==> config.mk <==
export PLATFORM = sky130hd
export DESIGN_NAME = ksa_swap_fsm
export DESIGN_NICKNAME = d
export VERILOG_FILES = /design/src/rtl/ksa_swap_fsm.sv
export SDC_FILE = /design/constraint.sdc
export NUM_CORES = 1
export LEC_CHECK = 0
export CAP_MARGIN = 25
export CORE_MARGIN = 1
export CORE_UTILIZATION = 35
export DETAILED_ROUTE_END_ITERATION = 12
export MAX_ROUTING_LAYER = met4
export SETUP_SLACK_MARGIN = 0.3
export SLEW_MARGIN = 20
export SYNTH_ARGS = -nofsm -noshare
export SYNTH_HDL_FRONTEND = slang
export SYNTH_SLANG_ARGS = --single-unit
==> constraint.sdc <==
create_clock -name clk -period 3.2 [get_ports clk]
set_input_delay 0.48 -clock clk [delete_from_list [all_inputs] [get_ports clk]]
set_output_delay 0.48 -clock clk [all_outputs]
set_load 0.01 [all_outputs]
==> src/rtl/ksa_swap_fsm.sv <==
// ksa_swap_fsm
//   RC4 key-scheduling shuffle over a 256-byte S memory that has already
//   been loaded with S[i]=i. For i = 0..255 it reads S[i], forms
//   j = j + S[i] + key[i mod KEY_LEN], reads S[j] and writes the two bytes
//   back swapped. While busy it is the only master of the s_memory port.
//   When the shuffle is complete it pulses fin_strobe for one cycle.
//
// Ports
//   clk        system clock, rising edge
//   rst        asynchronous active-high reset
//   start      begin a shuffle (sampled only when idle)
//   key        secret key, byte 0 in the most significant byte
//   addr       s_memory address
//   wr_data    s_memory write data
//   wren       s_memory write enable
//   rd_data    s_memory read data (synchronous RAM, one cycle after addr)
//   busy       high for the whole read/compute/swap sequence
//   fin_strobe one-cycle completion pulse
module ksa_swap_fsm #(
    parameter int unsigned KEY_LEN = 3
) (
    input  logic                   clk,
    input  logic                   rst,
    input  logic                   start,
    input  logic [8*KEY_LEN-1:0]   key,
    output logic [7:0]             addr,
    output logic [7:0]             wr_data,
    output logic                   wren,
    input  logic [7:0]             rd_data,
    output logic                   busy,
    output logic                   fin_strobe
);

    localparam int unsigned KW = (KEY_LEN > 1) ? $clog2(KEY_LEN) : 1;

    typedef enum logic [2:0] {
        IDLE,
        RD_SI,
        WAIT_SI,
        RD_SJ,
        WAIT_SJ,
        WR_SI,
        WR_SJ,
        DONE
    } state_t;

    state_t               state;
    logic [7:0]           i;
    logic [7:0]           j;
    logic [KW-1:0]        k;
    logic [7:0]           si;
    logic [7:0]           sj;
    logic [8*KEY_LEN-1:0] key_q;
    logic [7:0]           key_byte;
    logic [7:0]           j_next;

    // Select key byte k without a divider; byte 0 sits in the top byte.
    always_comb begin
        key_byte = '0;
        for (int unsigned b = 0; b < KEY_LEN; b++) begin
            if (k == KW'(b)) begin
                key_byte = key_q[8*(KEY_LEN-1-b) +: 8];
            end
        end
    end

    assign j_next = j + rd_data + key_byte;

    // Outputs are registered: each branch loads the values the next state
    // presents, so addr for RD_SJ already carries the updated j.
    always_ff @(posedge clk or posedge rst) begin
        if (rst) begin
            state      <= IDLE;
            i          <= '0;
            j          <= '0;
            k          <= '0;
            si         <= '0;
            sj         <= '0;
            key_q      <= '0;
            addr       <= '0;
            wr_data    <= '0;
            wren       <= 1'b0;
            busy       <= 1'b0;
            fin_strobe <= 1'b0;
        end else begin
            case (state)
                IDLE: begin
                    addr       <= '0;
                    wr_data    <= '0;
                    wren       <= 1'b0;
                    busy       <= 1'b0;
                    fin_strobe <= 1'b0;
                    if (start) begin
                        key_q <= key;
                        i     <= '0;
                        j     <= '0;
                        k     <= '0;
                        addr  <= '0;
                        busy  <= 1'b1;
                        state <= RD_SI;
                    end
                end
                RD_SI: begin
                    state <= WAIT_SI;
                end
                WAIT_SI: begin
                    si    <= rd_data;
                    j     <= j_next;
                    addr  <= j_next;
                    state <= RD_SJ;
                end
                RD_SJ: begin
                    state <= WAIT_SJ;
                end
                WAIT_SJ: begin
                    sj      <= rd_data;
                    addr    <= i;
                    wr_data <= rd_data;
                    wren    <= 1'b1;
                    state   <= WR_SI;
                end
                WR_SI: begin
                    addr    <= j;
                    wr_data <= si;
                    wren    <= 1'b1;
                    state   <= WR_SJ;
                end
                WR_SJ: begin
                    wren    <= 1'b0;
                    wr_data <= '0;
                    if (i == 8'd255) begin
                        addr       <= '0;
                        busy       <= 1'b0;
                        fin_strobe <= 1'b1;
                        state      <= DONE;
                    end else begin
                        i     <= i + 8'd1;
                        k     <= (k == KW'(KEY_LEN-1)) ? '0 : k + KW'(1);
                        addr  <= i + 8'd1;
                        state <= RD_SI;
                    end
                end
                DONE: begin
                    fin_strobe <= 1'b0;
                    busy       <= 1'b0;
                    wren       <= 1'b0;
                    addr       <= '0;
                    wr_data    <= '0;
                    state      <= IDLE;
                end
                default: begin
                    state <= IDLE;
                end
            endcase
        end
    end

endmodule

# Word level (Yosys, flattened, before mapping)
# Index checks and enable logic that the tools add are counted.
totals:
  register_bits: 72
  out_inout_bits: 19
  elab_cells: 68
classes:
  add_sub_neg: 4
  eq_ne: 13
  muxes: 23
  reduce_logical: 17
op_table:
  columns: ["operator", "n"]
  rows:
  - ["8-bit two-way mux", 6]
  - ["8-bit one-hot mux with 5 select lines", 1]
  - ["8-bit one-hot mux with 2 select lines", 2]
  - ["3-bit one-hot mux with 8 select lines", 1]
  - ["8-bit one-hot mux with 3 select lines", 1]
  - ["8-bit adder", 2]
  - ["3-bit equality test (second input constant)", 4]
  - ["8-bit by 1-bit adder with 8-bit output (second input constant)", 1]
  - ["8-bit equality test (second input constant)", 1]
  - ["2-bit AND reduction", 4]
  - ["2-bit nonzero test", 4]
  - ["3-bit by 2-bit equality test with 1-bit output (second input constant)", 2]
  - ["2-bit two-way mux", 3]
  - ["3-bit two-way mux", 2]
  - ["2-bit inequality test (second input constant)", 3]
  - ["3-bit nonzero test", 2]
  - ["5-bit nonzero test", 1]
  - ["1-bit one-hot mux with 2 select lines", 2]
  - ["2-bit one-hot mux with 2 select lines", 1]
  - ["2-bit OR reduction", 2]
  - ["3-bit by 1-bit equality test with 1-bit output (second input constant)", 1]
  - ["3-bit zero test", 1]
  - ["1-bit two-way mux", 3]
  - ["1-bit one-hot mux with 3 select lines", 1]
  - ["other kinds (6)", 6]

# Longest topological paths before layout
# Gate-level depths: netlist of the first run.
logic_depth:
  depth_word: 6
  ltp_mapped: 13
  mapped_depth_nobuf: 12

# Least setup slack after synthesis of the first run
# OpenSTA, ideal clock, no wires.
synth_timing:
  path_type: "register -> register"
  startpoint: "register k[0]"
  endpoint: "register addr[7]"
  t_arrival_ps: 2640
  t_required_ps: 3077
  path_slack_ps: 437
  stages_incl_launch_ff: 13
  path_buffers: 2
  synth_period_minus_slack_ps: 2763
  path_cell_list: "dfrtp_1 > buf_6 > buf_2 > mux2i_1 > o22ai_1 > fa_1 > inv_1 > fa_1 > nor2b_1 > o31ai_1 > a21oi_1 > xnor2_1 > o221a_1"
synth_via:
  elab_chain_cells: 6
synth_lines:
  columns: ["element", "line_no", "text"]
  rows:
  - ["start: declaration", "50", "logic [KW-1:0] k;"]
  - ["start signal: assignment", "138", "k <= (k == KW'(KEY_LEN-1)) ? '0 : k + KW'(1);"]
  - ["2-bit zero test", "61", "if (k == KW'(b)) begin"]
  - ["8-bit two-way mux (2 in series)", "61", null]
  - ["8-bit two-way mux (*)", "61", null]
  - ["8-bit adder (*)", "67", "assign j_next = j + rd_data + key_byte;"]
  - ["8-bit one-hot mux with 5 select lines (*)", "86", "case (state)"]
  - ["end signal: assignment", "109", "addr <= j_next;"]
  - ["end signal: assignment", "117", "addr <= i;"]
  - ["end signal: assignment", "123", "addr <= j;"]
  - ["end: declaration", "26", "output logic [7:0] addr,"]
# Mark *: on every way between the ends. The rest lies on a longest branch, timed or not.
# A chain may end at the register's enable or synchronous reset.

# Worst setup path in the final report of the first run
# Same ends and word-level chain as after synthesis.

==> metrics.csv, run 1 <==
stage;metric;value;unit
run_status;outcome;completed;
routing;routed_via_density;5.31;
global_routing;globalRouteOverflowTotal;0;
place;gp_congestion;0.850;
sta;relSlewSlack;50.7;%
power;clkPwrFrac;16.6;%
logic_synthesis;ys_seq_area_share;45.2;%
routing;wl;9.57;mm
clock_network;cts_buffer_depth;2;
logic_synthesis;yosys_warnings;0;
die;die_w;109;µm
clock_network;post_cts_buffers;0;
routing;dr.pass1.iters;4;
global_routing;grt_pass1_wl;15.7;mm
critical_path;rrSetupSlack;370;ps
worst_hold_path;holdPathEnd;si[7];
critical_path;crit_type;reg2reg;
logic_synthesis;avgSynthCellArea;10.1;µm²
clock_network;cts_root_buf;clkbuf_16;
sta;fmax;354;MHz
final_layout;fill_cells;1063;
place;portBuffers;53;
die;rows;38;
routing;drt-initial-drc-count;132;
worst_hold_path;hold_depth;2;
routing;routedWlPerCell;16.3;µm
die;die_h;109;µm
routing;num_vias;3124;
global_routing;grt_max_degree;41;
final_layout;area_growth;25.3;%
sta;fin_setup_tns;0;ps
worst_hold_path;min_from;si[7];
final_layout;regArea;0.00180;mm²
final_layout;fin_nets;493;
logic_synthesis;ys_top_cells_by_area;dfrtp_1 45%, mux2_2 6.8%, nand2_1 5.3%;
sta;worst_pin_slew;739;ps
critical_path;r2r-end;addr[7];
power;leakagePower;2.16;nW
routing;drcViolationCount;0;
place;dp_hpwl;7.01;mm
final_layout;layout_commonest_cell;dfrtp_1;
logic_synthesis;netlist.area_leader.share;45.2;%
critical_path;required;3410;ps
sta;whs;477;ps
critical_path;end_kind;flop;
clock_network;htree_levels;3;
worst_hold_path;hold_class;reg2reg;
sta;timing.final.hold_violations;0;
logic_synthesis;synth-main-ff-cell;dfrtp_1;
logic_synthesis;synth_compound_area_share;15.9;%
die;start_util;36.3;%
clock_network;numCtsBuffers;9;
global_routing;grt_use_total;18.3;%
logic_synthesis;ys_types;59;
logic_synthesis;synth_edf_count;0;
power;powerDensity;1210;mW/mm²
critical_path;setup.worst_path.start_class;flop;
sta;fin_worst_skew;6.17;ps
logic_synthesis;synth_seq_cells;72;
final_layout;n_antenna_cell;0;
sta;slew_violations;0;
routing;postRouteAntennaNets;0;
clock_network;hold_buffers;0;
sta;setup_viol;0;
final_layout;postLayoutCoreUtil;45.4;%
logic_synthesis;synthXorXnorAreaFrac;1.98;%
die;io_pins;54;
clock_network;clk_pin_slew;60;ps
power;comb_power_share;56.6;%
place;post-place-ws;63.4;ps
sta;setup_slack;375;ps
run;cap_violations;0;
logic_synthesis;synthSimpleGateAreaFrac;13.7;%
logic_synthesis;synth_adder_area_share;6.22;%
clock_network;clock_latency;330;ps
power;worst_ir_drop_vdd;0.533;mV
critical_path;cp.arrival;3040;ps
critical_path;crit_fanout;5;
critical_path;timing.rr.start;k[0];
sta;post-route-period-util;88.3;%
global_routing;antenna_found_initial;0;
logic_synthesis;ys_async_sr_fraction;100;%
power;p_int;3.59;mW
power;power.switching;2.46;mW
final_layout;drive_gt1_share;15.6;%
global_routing;grt_pass1_vias;3123;
die;dieArea;0.0118;mm²
final_layout;final_cell_mix;70 x dfrtp_1, 56 x nand2_1, 53 x clkdlybuf4s50_1;
logic_synthesis;synth_largest_area_cell;dfrtp_1;
final_layout;multi_input_area;0.00201;mm²
die;coreArea;0.0110;mm²
critical_path;r2r_cells;12;
clock_network;cts.sinks;72;
clock_network;cts_tree;yes;
critical_path;setup.worst_path.start;k[0];
logic_synthesis;syn-num-nets;445;
logic_synthesis;synth_area;0.00398;mm²
power;sequentialPowerShare;26.8;%
power;swShare;40.6;%
logic_synthesis;synth_top_family_by_area;compound AO/OA/AOI/OAI gates;
logic_synthesis;synthCells;395;
sta;period_needed;2830;ps
sta;grt_setup_unrepaired;yes;
logic_synthesis;synthMuxAreaShare;11.3;%
[cell type report]
class,instances,area share (%)
multi-input cells,276,40.3
flip-flops and latches,72,36.2
repair buffers,64,12.5
clock buffers,11,4.86
well taps,140,3.51
inverters,20,1.50
clock inverters,5,1.13
[Yosys cell counts, drive strengths merged, types with 2 or more instances]
cell,number
or2,3
a22o,5
o31ai,4
nor2,25
inv,20
nor2b,3
buf,23
o21ai,25
fa,8
and3,2
o21a,3
ha,7
o22a,4
a21o,7
and4,2
clkbuf,4
nand2b,4
mux2i,18
mux2,24
nand2,56
a311oi,2
nand3b,2
o21bai,3
nor3,5
nand3,4
a31oi,5
o22ai,12
xnor2,6
xor2,3
dfrtp,72
a21oi,12
nand4,2
a22oi,4
nor3b,2
[kinds of logic after synthesis]
family	after synthesis
fa+ha+maj	15
flops	72
buf+inv	47
mux	42
simple gates	115
compound gates	95
xor+xnor	9
[worst max-delay path by stage]
| stage | endpoint | slack [ps] |
|---|---|---|
| after CTS | addr[7] | 300 |
| after floorplan | addr[7] | 440 |
| after detailed placement | addr[7] | 60 |
| final | addr[7] | 370 |
| after global routing | addr[7] | 270 |
| after global placement | addr[7] | 130 |
[through the flow]
step | std cells | cell area (µm²) | total power [mW]
floorplan | 395 | 3980 | 3.91
global placement | 572 | 4630 | 4.77
detailed placement | 572 | 4630 | 4.85
CTS | 588 | 4960 | 5.94
global route | 588 | 4990 | 6.53
finish | 588 | 4990 | 6.05
[timing repair]
item                       CTS  global route
pin swaps                    1             4
setup endpoints to repair    4             3
gates resized for setup      7             4
[per-layer routing]
metal	global-route usage, %	wire, µm
met1	23.9	4490
met2	28.6	4530
met3	2.87	371
met4	6.85	179
met5	-	0
[state kept, by name (all words and copies together), names as in the netlist]
signal      flops
key_q          24
addr            8
i               8
j               8
si              8
wr_data         8
state           3
k               2
busy            1
fin_strobe      1
wren            1
[power by group through the flow]
stage                     registers (mW)  logic [mW]  clock network, mW
after floorplan                     1.57        2.34                  0
after global placement              1.62        3.15                  0
after detailed placement            1.64        3.22                  0
after CTS                           1.63        3.30               1.02
after global routing                1.69        3.79               1.06
final                               1.62        3.42               1.01
[worst max-delay path, stage by stage (launching register included)]
cell	delay, ps
dfrtp_2	410
mux2i_1	200
o22a_1	240
fa_1	430
inv_1	80
ha_1	170
inv_1	60
fa_2	370
nor2b_4	130
o31ai_2	70
a21oi_1	160
xnor2_1	120
o221a_1	250
No activity file was read; power rests on OpenSTA's default activity.
==> run 2, diff against run 1 <==
--- a/config.mk
+++ b/config.mk
@@ -7,9 +7,10 @@
 export LEC_CHECK = 0
 export CAP_MARGIN = 25
 export CORE_MARGIN = 1
-export CORE_UTILIZATION = 35
+export CORE_UTILIZATION = 50
 export DETAILED_ROUTE_END_ITERATION = 12
 export MAX_ROUTING_LAYER = met4
+export PLACE_DENSITY = 0.74
 export SETUP_SLACK_MARGIN = 0.3
 export SLEW_MARGIN = 20
 export SYNTH_ARGS = -nofsm -noshare
==> run 2 against run 1 <==
Net effect: sequential share of layout area up 1.3 points; sequential power up 2%; routed wire length down 6.1%; total power down 6.8%; core utilization up 17 points; critical path type unchanged.
==> metrics.csv, run 2 (synthesis results as in run 1) <==
stage;metric;value;unit;change
run_status;outcome;completed;;
sta;fmax;357;MHz;+0.79%
final_layout;fill_cells;636;;-40%
routing;postRouteAntennaNets;0;;unchanged
power;leakagePower;2.10;nW;-2.5%
place;place_area;0.00455;mm²;-1.7%
clock_network;cts.sinks;72;;unchanged
routing;drt-initial-drc-count;151;;+14%
final_layout;fin_nets;494;;+0.20%
sta;period_needed;2800;ps;-22.2 ps
routing;dr.pass1.iters;5;;+1
global_routing;antenna_found_initial;0;;unchanged
critical_path;crit_fanout;12;;+7
place;dp_hpwl;6.31;mm;-10%
final_layout;regArea;0.00180;mm²;unchanged
sta;post-route-period-util;87.6;%;-0.69 points
die;coreArea;0.00773;mm²;-30%
global_routing;grt_use_total;23.9;%;+5.6 points
die;die_w;91.3;µm;-16%
sta;fin_setup_tns;0;ps;unchanged
die;io_pins;54;;unchanged
run;cap_violations;0;;unchanged
critical_path;crit_type;reg2reg;;
final_layout;largest_register_ffs;24;;unchanged
final_layout;top_register;key_q;;
power;comb_power_share;58.5;%;+1.9 points
sta;relSlewSlack;44.3;%;-6.3 points
sta;worst_pin_slew;835;ps;+96.2 ps
routing;routed_via_density;5.66;;+6.5%
power;clkPwrFrac;12.1;%;-4.5 points
die;start_util;51.6;%;+15 points
die;die_h;91.3;µm;-16%
place;portBuffers;53;;unchanged
place;gp_congestion;0.902;;+6.1%
power;p_int;3.21;mW;-11%
final_layout;fin_area;0.00482;mm²;-3.4%
critical_path;required;3440;ps;+30 ps
power;swShare;43.1;%;+2.4 points
routing;num_vias;3119;;-0.16%
clock_network;clk_pin_slew;90;ps;+30 ps
die;rows;32;;-16%
final_layout;n_antenna_cell;0;;unchanged
critical_path;cp.arrival;3040;ps;about the same
global_routing;grt_max_degree;73;;+78%
routing;drcViolationCount;0;;unchanged
routing;wl;8.99;mm;-6.1%
clock_network;hold_buffers;0;;unchanged
critical_path;setup.worst_path.start_class;flop;;
routing;routedWlPerCell;16.3;µm;+0.18%
power;worst_ir_drop_vdd;0.615;mV;+15%
sta;fin_worst_skew;6.56;ps;+0.396 ps
sta;grt_setup_unrepaired;yes;;
global_routing;globalRouteOverflowTotal;0;;unchanged
final_layout;postLayoutCoreUtil;62.4;%;+17 points
sta;slew_violations;0;;unchanged
final_layout;multi_input_area;0.00199;mm²;-0.93%
final_layout;layout_commonest_cell;dfrtp_1;;
sta;timing.final.hold_violations;0;;unchanged
clock_network;htree_levels;3;;unchanged
power;sequentialPowerShare;29.4;%;+2.6 points
clock_network;numCtsBuffers;9;;unchanged
power;powerDensity;1170;mW/mm²;-3.5%
die;dieArea;0.00833;mm²;-30%
power;finalPower;5.64;mW;-6.8%
global_routing;grt_pass1_vias;3050;;-2.3%
sta;setup_viol;0;;unchanged
power;power.switching;2.43;mW;-1.2%
worst_hold_path;hold_class;in2async;;
clock_network;cts_tree;yes;;
clock_network;cts_buffer_depth;2;;unchanged
clock_network;cts_root_buf;clkbuf_8;;
global_routing;grt_pass1_wl;14.9;mm;-4.8%
clock_network;clock_latency;360;ps;+30 ps
critical_path;end_kind;flop;;
final_layout;area_growth;21.0;%;
final_layout;drive_gt1_share;16.0;%;+0.41 points
final_layout;final_cell_mix;70 x dfrtp_1, 56 x nand2_1, 53 x clkdlybuf4s50_1;;
run 2: changes by cell type in the layout (fill, tap and decap cells not counted), sizes merged:
cell	delta
inv	+3
clkbuf	-2
buf	+1
bufinv	-1
run 2: cell type report:
| type | instances | area share (%) |
|---|---|---|
| multi-input combinational | 276 | 41.3 |
| tap | 102 | 2.65 |
| clock inverter | 7 | 1.30 |
| sequential | 72 | 37.4 |
| clock buffer | 9 | 2.57 |
| timing repair buffer | 65 | 13.2 |
| inverter | 20 | 1.56 |
run 2: stage by stage:
stage               std cells  hold WS, ps  worst slack (ps)
finish                    551          485               397
global route              551          517               269
CTS                       547          488               325
detailed placement        530          467              53.5
global placement          530          458               167
floorplan                 395          445               437
run 2: power groups by stage:
stage	Combinational, mW	Clock (mW)	Sequential [mW]
after floorplan	2.34	0	1.57
after global placement	2.98	0	1.67
after detailed placement	3.08	0	1.69
after CTS	3.14	0.693	1.67
after global routing	3.64	0.725	1.72
final	3.30	0.680	1.66
run 2: what timing repair did:
| action | 4_1_cts | 5_1_grt |
|---|---|---|
| setup buffers | 1 | 4 |
| gates resized for setup | 4 | 7 |
| setup endpoints to repair | 3 | 4 |
| pin swaps | 2 | 2 |
run 2: final timing paths:
kind                       startpoint          to  slack [ps]  cells past startpoint
min                               rst  wr_data[4]         490                      3
min reg2reg                     si[0]       si[0]         490                      2
max reg2reg                      k[0]     addr[7]         400                     12
max                              k[0]     addr[7]         400                     12
max in group asynchronous         rst        k[0]        2360                      3
min in group clk                si[0]       si[0]         490                      2
run 2: critical path, cell delays in order (launching register included):
cell     delay (ps)
dfrtp_2         430
buf_6           160
o22a_1          220
fa_1            460
inv_1            80
ha_2            190
inv_2            40
fa_2            340
nor2b_2         150
o31ai_2          70
a21oi_1         170
xnor2_1         110
o221a_1         260
run 2: routing by layer:
metal	track usage [%]	routed length, µm
met5	-	0
met1	31.4	4010
met3	4.36	357
met4	7.94	184
met2	37.8	4430
==> run 3, diff against run 2 <==
--- a/config.mk
+++ b/config.mk
@@ -6,11 +6,13 @@
 export NUM_CORES = 1
 export LEC_CHECK = 0
 export CAP_MARGIN = 25
+export CELL_PAD_IN_SITES_DETAIL_PLACEMENT = 1
+export CELL_PAD_IN_SITES_GLOBAL_PLACEMENT = 2
 export CORE_MARGIN = 1
-export CORE_UTILIZATION = 50
+export CORE_UTILIZATION = 38
 export DETAILED_ROUTE_END_ITERATION = 12
 export MAX_ROUTING_LAYER = met4
-export PLACE_DENSITY = 0.74
+export PLACE_DENSITY_LB_ADDON = 0.1
 export SETUP_SLACK_MARGIN = 0.3
 export SLEW_MARGIN = 20
 export SYNTH_ARGS = -nofsm -noshare
==> constraint.sdc (replaced) <==
create_clock -name clk -period 3.4 [get_ports clk]
set_input_delay 0.51 -clock clk [delete_from_list [all_inputs] [get_ports clk]]
set_output_delay 0.51 -clock clk [all_outputs]
set_load 0.01 [all_outputs]
==> run 3 against run 2 <==
Net effect: sequential cell count is the same; largest power group unchanged; critical path depth down 1; critical path type unchanged; clock power is 1% higher; combinational power down 6.7%.
==> metrics.csv, run 3 (synthesis results as in run 1) <==
stage;metric;value;unit;change
place;dp_hpwl;7.70;mm;+22%
sta;fin_worst_skew;13.6;ps;+7.07 ps
critical_path;end_kind;flop;;
global_routing;grt_use_total;21.2;%;-2.7 points
routing;postRouteAntennaNets;0;;unchanged
place;gp_congestion;0.779;;-14%
global_routing;globalRouteOverflowTotal;0;;unchanged
power;leakagePower;2.13;nW;+1.2%
die;io_pins;54;;unchanged
run_status;outcome;completed;;
routing;wl;10.4;mm;+16%
sta;setup_viol;0;;unchanged
die;rows;37;;+16%
final_layout;stdcell_count;588;;+6.7%
sta;fmax;341;MHz;-4.3%
sta;timing.final.hold_violations;0;;unchanged
global_routing;grt_pass1_vias;3249;;+6.5%
final_layout;fill_cells;1134;;+78%
critical_path;crit_fanout;8;;-4
global_routing;grtUsageMet1;28.0;%;-3.3 points
power;worst_ir_drop_vdd;0.442;mV;-28%
place;post-place-ws;218;ps;+165 ps
place;portBuffers;53;;unchanged
clock_network;htree_levels;3;;unchanged
global_routing;antenna_found_initial;0;;unchanged
global_routing;groute.layer.met3.usage;3.57;%;-0.78 points
die;die_w;104;µm;+14%
sta;relSlewSlack;69.5;%;+25 points
final_layout;area_growth;22.2;%;
global_routing;grt_max_degree;73;;unchanged
sta;fin_setup_tns;0;ps;unchanged
critical_path;r2r_cells;11;;-1
die;coreArea;0.0102;mm²;+32%
sta;slew_violations;0;;unchanged
final_layout;multi_input_area;0.00196;mm²;-1.6%
final_layout;final_cell_mix;70 x dfrtp_1, 56 x nand2_1, 53 x clkdlybuf4s50_1;;
routing;dr.pass1.iters;6;;+1
worst_hold_path;hold_class;reg2reg;;
sta;worst_pin_slew;456;ps;-379 ps
final_layout;largest_register_ffs;24;;unchanged
global_routing;grt_pass1_wl;17.4;mm;+17%
routing;routed_via_density;5.24;;-7.4%
critical_path;crit_type;reg2reg;;
run;cap_violations;0;;unchanged
final_layout;regArea;0.00180;mm²;unchanged
clock_network;cts_root_buf;clkbuf_8;;
power;powerDensity;1090;mW/mm²;-6.4%
routing;routedWlPerCell;17.7;µm;+8.7%
clock_network;numCtsBuffers;9;;unchanged
power;finalPower;5.33;mW;-5.5%
sta;post-route-period-util;86.2;%;-1.4 points
final_layout;n_antenna_cell;0;;unchanged
final_layout;drive_gt1_share;15.0;%;-0.99 points
clock_network;clock_latency;350;ps;about the same
final_layout;fin_nets;497;;+0.61%
critical_path;required;3680;ps;+240 ps
critical_path;setup.worst_path.start_class;flop;;
final_layout;layout_commonest_cell;dfrtp_1;;
sta;period_needed;2930;ps;+127 ps
global_routing;use_met2;33.8;%;-4.0 points
clock_network;cts.sinks;72;;unchanged
die;die_h;104;µm;+14%
routing;drt-initial-drc-count;88;;-42%
final_layout;top_register;key_q;;
sta;setup_slack;469;ps;+72.6 ps
place;dpl.cell_count;567;;+7.0%
routing;num_vias;3083;;-1.2%
die;start_util;38.9;%;-13 points
clock_network;cts_tree;yes;;
sta;grt_setup_unrepaired;no;;
worst_hold_path;hold_depth;1;;
critical_path;cp.arrival;3210;ps;+170 ps
die;dieArea;0.0109;mm²;+31%
clock_network;cts_buffer_depth;2;;unchanged
global_routing;busiest_layer;met2;;
clock_network;hold_buffers;0;;unchanged
clock_network;clk_pin_slew;80;ps;about the same
critical_path;rrSetupSlack;470;ps;+70 ps
routing;drcViolationCount;0;;unchanged
run 3: worst paths after layout:
path                         endpoint  start
setup / recovery              addr[5]   k[0]
hold / removal                   busy   busy
setup reg to reg              addr[5]   k[0]
hold reg to reg                  busy   busy
max in group asynchronous        k[0]    rst
min in group asynchronous  wr_data[2]    rst
run 3: metrics by stage:
stage	util (%)	cell area [µm²]	hold WS, ps
floorplan	-	3980	445
global placement	45.0	4610	461
detailed placement	45.0	4610	469
CTS	47.0	4810	488
global route	47.6	4870	505
finish	47.6	4870	486
run 3: timing repair:
action,4_1_cts,5_1_grt
pin swaps,0,1
setup buffers,0,4
setup endpoints to repair,1,5
endpoints found under the hold margin,0,0
resized for setup,1,3
run 3: layer usage:
layer  vias up  wire, µm  part of all wire, %
li1       1487         -                    -
met3         8       234                  2.2
met1      1551      4840                   46
met2        37      5270                   51
met5         -         0                    0
met4         0        85                 0.82
run 3: layout make-up:
type	count	share of cell area, %
tap	136	3.49
inverter	20	1.54
clock buffer	11	2.90
sequential	72	37.1
clock inverter	5	1.16
multi-input combinational	276	40.2
timing repair buffer	68	13.6
run 3: power breakdown:
group	switching, mW	total, mW	internal, mW
clock network	0.331	0.690	0.358
registers	0.313	1.56	1.25
logic	1.64	3.08	1.44
run 3: worst max-delay path: stages, from the launching register on:
cell	delay (ps)
dfrtp_2	480
buf_4	160
mux2i_1	120
o22a_1	240
fa_1	480
inv_1	40
ha_1	320
nor2b_2	170
o31ai_1	240
a21bo_2	280
a31oi_1	170
o32a_1	160
